--- config.mk ---
export PLATFORM = sky130hd
export DESIGN_NAME = fixed_to_float
export DESIGN_NICKNAME = d
export VERILOG_FILES = /design/src/rtl/cordic_pkg.sv /design/src/rtl/fx2fl_round_pack.sv /design/src/rtl/fixed_to_float.sv
export SDC_FILE = /design/constraint.sdc
export NUM_CORES = 1
export LEC_CHECK = 0
export ABC_AREA = 1
export CAP_MARGIN = 5
export CORE_ASPECT_RATIO = 0.8
export CORE_MARGIN = 2
export CORE_UTILIZATION = 30
export CTS_CLUSTER_SIZE = 28
export DETAILED_ROUTE_END_ITERATION = 16
export HOLD_SLACK_MARGIN = 0.15
export PLACE_DENSITY = 0.58
export SYNTH_ARGS = -nofsm -noshare
export SYNTH_HDL_FRONTEND = slang
export SYNTH_HIERARCHICAL = 1
export SYNTH_SLANG_ARGS = --single-unit
--- constraint.sdc ---
create_clock -name clk -period 2.5 [get_ports clk]
set_input_delay 0.25 -clock clk [delete_from_list [all_inputs] [get_ports clk]]
set_output_delay 0.25 -clock clk [all_outputs]
set_load 0.005 [all_outputs]
--- src/rtl/cordic_pkg.sv ---
// Shared CORDIC constants: Q2.30 fixed-point format, IEEE-754 single fields,
// and the fixed_to_float FSM state type.
package cordic_pkg;

  localparam int unsigned WIDTH      = 32;
  localparam int unsigned FRAC_BITS  = 30;
  localparam int unsigned EXP_BIAS   = 127;
  localparam int unsigned MANT_BITS  = 23;
  localparam int unsigned EXP_OFFSET = EXP_BIAS + WIDTH - 1 - FRAC_BITS;

  typedef enum logic [1:0] {
    IDLE,
    NORM,
    PACK,
    OUT
  } f2f_state_e;

  typedef struct packed {
    logic                 sign;
    logic [7:0]           exp;
    logic [MANT_BITS-1:0] frac;
  } fp32_t;

endpackage

--- src/rtl/fx2fl_round_pack.sv ---
// Packs a normalised magnitude and shift count into an IEEE-754 single,
// rounding to nearest-even on the bits below the 23-bit fraction.
module fx2fl_round_pack
  import cordic_pkg::*;
#(
  parameter int unsigned MAG_W   = 32,
  parameter int unsigned S_W     = 5,
  parameter int unsigned EXP_TOP = EXP_OFFSET
) (
  input  logic             sign,
  input  logic [MAG_W-1:0] mag,
  input  logic [S_W-1:0]   s,
  output logic [31:0]      result_c
);

  logic [MANT_BITS-1:0] frac;
  logic                 guard;
  logic                 sticky;
  logic                 round_up;
  logic [MANT_BITS:0]   frac_rnd;
  logic [7:0]           exp;
  fp32_t                fp;

  // Hidden one sits at mag[MAG_W-1]; a fraction carry bumps the exponent.
  always_comb begin
    frac     = mag[MAG_W-2 -: MANT_BITS];
    guard    = mag[MAG_W-2-MANT_BITS];
    sticky   = |mag[MAG_W-3-MANT_BITS:0];
    round_up = guard & (sticky | frac[0]);
    frac_rnd = {1'b0, frac} + (MANT_BITS+1)'(round_up);
    exp      = 8'(EXP_TOP) - 8'(s) + 8'(frac_rnd[MANT_BITS]);
    fp.sign  = sign;
    fp.exp   = exp;
    fp.frac  = frac_rnd[MANT_BITS-1:0];
    result_c = (mag == '0) ? 32'h0000_0000 : 32'(fp);
  end

endmodule

--- src/rtl/fixed_to_float.sv ---
// Signed Q2.30 fixed-point to IEEE-754 single converter with valid/ready on both sides.
// FIXED_TO_FLOAT_FAST_NORM_EN selects single-cycle normalisation instead of 1 bit/cycle.
module fixed_to_float #(
  parameter int unsigned WIDTH     = cordic_pkg::WIDTH,
  parameter int unsigned FRAC_BITS = cordic_pkg::FRAC_BITS
) (
  input  logic             clk,
  input  logic             rst_n,
  input  logic             in_valid,
  output logic             in_ready,
  input  logic [WIDTH-1:0] in_data,
  output logic             out_valid,
  input  logic             out_ready,
  output logic [31:0]      out_data
);

  import cordic_pkg::*;

  localparam int unsigned S_W     = $clog2(WIDTH);
  localparam int unsigned EXP_TOP = EXP_BIAS + WIDTH - 1 - FRAC_BITS;

  f2f_state_e       state, state_next;
  logic             sign, sign_next;
  logic [WIDTH-1:0] mag, mag_next;
  logic [S_W-1:0]   s, s_next;
  logic             in_ready_next;
  logic             out_valid_next;
  logic [31:0]      out_data_next;
  logic [31:0]      packed_c;

  fx2fl_round_pack #(
    .MAG_W   (WIDTH),
    .S_W     (S_W),
    .EXP_TOP (EXP_TOP)
  ) u_round_pack (
    .sign     (sign),
    .mag      (mag),
    .s        (s),
    .result_c (packed_c)
  );

`ifdef FIXED_TO_FLOAT_FAST_NORM_EN
  logic [S_W-1:0] lz_c;

  // Leading-zero count; the highest set bit wins. Zero magnitude leaves 0.
  always_comb begin
    lz_c = '0;
    for (int i = 0; i < int'(WIDTH); i++) begin
      if (mag[i]) lz_c = S_W'(int'(WIDTH) - 1 - i);
    end
  end
`endif

  always_comb begin
    state_next     = state;
    sign_next      = sign;
    mag_next       = mag;
    s_next         = s;
    out_valid_next = out_valid;
    out_data_next  = out_data;
    case (state)
      IDLE: begin
        if (in_valid) begin
          sign_next  = in_data[WIDTH-1];
          mag_next   = in_data[WIDTH-1] ? WIDTH'(~in_data + WIDTH'(1)) : in_data;
          s_next     = '0;
          state_next = NORM;
        end
      end
      NORM: begin
`ifdef FIXED_TO_FLOAT_FAST_NORM_EN
        mag_next   = mag << lz_c;
        s_next     = lz_c;
        state_next = PACK;
`else
        if (mag[WIDTH-1] || (mag == '0)) begin
          state_next = PACK;
        end else begin
          mag_next = mag << 1;
          s_next   = s + S_W'(1);
        end
`endif
      end
      PACK: begin
        out_data_next  = packed_c;
        out_valid_next = 1'b1;
        state_next     = OUT;
      end
      OUT: begin
        if (out_ready) begin
          out_valid_next = 1'b0;
          state_next     = IDLE;
        end
      end
      default: state_next = IDLE;
    endcase
    in_ready_next = (state_next == IDLE);
  end

  always_ff @(posedge clk or negedge rst_n) begin
    if (!rst_n) begin
      state     <= IDLE;
      sign      <= 1'b0;
      mag       <= '0;
      s         <= '0;
      in_ready  <= 1'b1;
      out_valid <= 1'b0;
      out_data  <= '0;
    end else begin
      state     <= state_next;
      sign      <= sign_next;
      mag       <= mag_next;
      s         <= s_next;
      in_ready  <= in_ready_next;
      out_valid <= out_valid_next;
      out_data  <= out_data_next;
    end
  end

endmodule

==> flow_summary.ini <==
[critical_path]
cp-start-kind = flip-flop
r2r-start = mag[9]$_DFFE_PN0P_
crit_path_frequent_cell = nand2_1
endpoint_kind = flip-flop
worstReg2RegEnd = out_data[27]$_DFFE_PN0P_
path_delay_family = simple AND/OR/NAND/NOR gates
worstSetupPathDepth = 13
critical_path_class = reg -> reg
crit_buf_inv = 1
cp_slowest_cell = dfrtp_2
slowest_delay_ns = 0.40
arrival_ns = 2.53
critPathMaxFanout = 5
crit_chain = nand2_2 -> nor2_4 -> nand3_4 -> nor3_4 -> nand2_1 -> ha_1 -> inv_1 -> ha_4 -> nand3_2 -> or2_2 -> nand2_1 -> nor2_1 -> mux2_2
rrSetupSlack_ns = 0.19
required_ns = 2.72
worst-r2r-cell-count = 13

[route]
num_vias = 5074
drtIter0Drc = 309
ant_nets = 0
wl_per_cell_um = 13.0
dr.pass1.iters = 5
totalWireLength_um = 14500
via_per_inst = 4.55
drcViolationCount = 0

[logic_synthesis]
synth.distinct_cells = 33
synth_edf_count = 0
yosysTopAreaCell = dfrtp_1
yosysSeqAreaShare_pct = 35.0
synth_fp_nets = 829
yosys-top-cells-count = nand2_1 (262), nor2_1 (122), inv_1 (84), nand3_1 (76), dfrtp_1 (73)
synthFlopType = dfrtp_1
synth_area_per_cell_um2 = 6.73
synthCells = 788
synth_top_area_share_pct = 34.5
ys_async_sr_fraction_pct = 100
ys_top_cells_by_area = dfrtp_1 (34%), nand2_1 (19%), nor2_1 (8.6%)
yosysMostFrequentCell = nand2_1
synth_area_mm2 = 0.00530
yosysWarnings = 6
synth-seq-cells = 74

[clock_network]
clkSlewWorstSetupHoldPaths_ns = 0.06
clock_latency_ns = 0.34
cts_root_buf = clkbuf_16
htree_levels = 3
cts_tree = built
cts_buffer_depth = 2
cts-buffers-inserted = 9
clock_sinks = 74

[placement]
numPortBuffers = 69
dpl_cell_area_mm2 = 0.00644
hpwl_um = 11300
gp_congestion = 0.855

[layout]
fin_util_pct = 39.2
antenna_cells = 0
final_layout_size_suffix_gt1_share_pct = 14.4
fill_cells = 1859
fin_nets = 925
final_area_mm2 = 0.00679
syn_to_final_growth_pct = 28.1

[global_routing]
globalRouteMet1Util_pct = 21.4
top_usage_layer = met2
use_met2_pct = 26.9
grt_pass1_wl_um = 24000
grt_max_degree = 47
grt_overflow_total = 0
grt_antenna_before_repair = 0
grtUsageTotal_pct = 16.0
use_met3_pct = 3.36
grt_pass1_vias = 4803

[floorplan]
initial_core_util_pct = 30.6
fp.dieW_um = 153
die_h_um = 123
ios = 70
core_area_mm2 = 0.0173
num_rows = 43
die_area_mm2 = 0.0188

[timing]
hold_viol_final = 0
post-route-period-util_pct = 92.5
setup-violations-final = 0
whs_ns = 0.449
worst_pin_slew_ns = 0.642
finalClockSkew_ns = 0.00835
max_freq_mhz = 432
fin_crit_ns = 2.31
rsz0062_at_grt = no
final.setup.tns_ns = 0
slew_violations = 0
slew_headroom_pct = 57.1

[job]
drv_cap = 0

[run_status]
status = completed

[power_and_ir_drop]
leakage_uw = 0.00331
peakVddDrop_mv = 0.671
power.density_mw_per_mm2 = 1100

[hold_path]
worst_hold_path_type = in -> async
==> area by class of cell <==
class | instances | area (um^2) | area share [%]
clock buffers | 12 | 256 | 3.78
clock inverters | 4 | 26.3 | 0.387
inverters | 88 | 330 | 4.86
multi-input cells | 604 | 3040 | 44.8
flip-flops and latches | 74 | 1850 | 27.3
well taps | 225 | 282 | 4.14
repair buffers | 107 | 1000 | 14.7
==> worst max path at each step <==
stage | to | from | slack [ns]
finish | out_data[27]$_DFFE_PN0P_ | mag[9]$_DFFE_PN0P_ | 0.19
global route | out_data[27]$_DFFE_PN0P_ | mag[9]$_DFFE_PN0P_ | 0.02
CTS | out_data[27]$_DFFE_PN0P_ | mag[9]$_DFFE_PN0P_ | 0.05
detailed placement | out_data[27]$_DFFE_PN0P_ | mag[9]$_DFFE_PN0P_ | 0.07
global placement | out_data[27]$_DFFE_PN0P_ | mag[9]$_DFFE_PN0P_ | 0.14
floorplan | out_data[27]$_DFFE_PN0P_ | mag[11]$_DFFE_PN0P_ | 0.24
==> repair_timing <==
action | 4_1_cts | 5_1_grt
hold buffers | 1 | 0
resized for setup | 0 | 10
setup endpoints to repair | 0 | 2
hold endpoints to repair | 43 | 0
setup buffers | 0 | 2
==> registers in the layout (all words and copies together), names as in the netlist <==
name,flops
mag,32
out_data,32
s,5
state,2
in_ready,1
out_valid,1
sign,1
==> layout by cell type, fill, tap and decap left out, types with 2 or more instances in the layout <==
cell / n
dfrtp_1: 72
inv_2: 4
nand2_1: 261
nor2_2: 5
or2_2: 8
buf_4: 36
o21ai_1: 2
xnor2_1: 4
nand3_1: 75
inv_1: 84
clkdlybuf4s50_1: 68
clkinv_2: 2
nand3_2: 3
nor2_1: 120
ha_1: 4
nor3_1: 4
clkbuf_8: 2
mux2_2: 32
nand2_4: 3
buf_12: 2
o21ai_0: 26
o22ai_1: 5
xor2_1: 16
nor2_4: 8
nand2_2: 6
clkbuf_16: 9
a21oi_1: 9
nand4_1: 4
==> per-layer routing <==
| layer | vias to the layer above | wire [um] |
|---|---|---|
| li1 | 2660 | - |
| met1 | 2303 | 7030 |
| met2 | 96 | 6620 |
| met3 | 15 | 681 |
| met4 | 0 | 157 |
| met5 | - | 0 |
==> report_power, final <==
group          switching, uW  leakage (uW)  internal [uW]  total (uW)
combinational           2250       0.00227           1920        4170
clock                    481      0.000139            724        1200
sequential               336      0.000909           1800        2130
==> cells by family (layout without fill, tap and decap cells) <==
group | count (synthesis) | count (layout) | synth area share, %
xor gates and xnor gates | 20 | 20 | 3.30
DFF | 74 | 74 | 35.0
AOI/OAI and AO/OA | 44 | 44 | 4.37
muxes | 33 | 33 | 6.99
and+or+nand+nor | 502 | 502 | 40.7
adders and majority gates | 5 | 5 | 1.18
buffers and inverters | 110 | 211 | 8.47
==> through the flow <==
step | power (uW) | cells | worst slack [ns]
5_1_grt | 8220 | 1114 | 0.0197
6_report | 7510 | 1114 | 0.187
2_1_floorplan | 4670 | 788 | 0.242
4_1_cts | 7550 | 1112 | 0.0539
3_3_place_gp | 6270 | 1095 | 0.135
3_5_place_dp | 6300 | 1095 | 0.0744
Note: power is estimated with default switching activity, not from simulation.
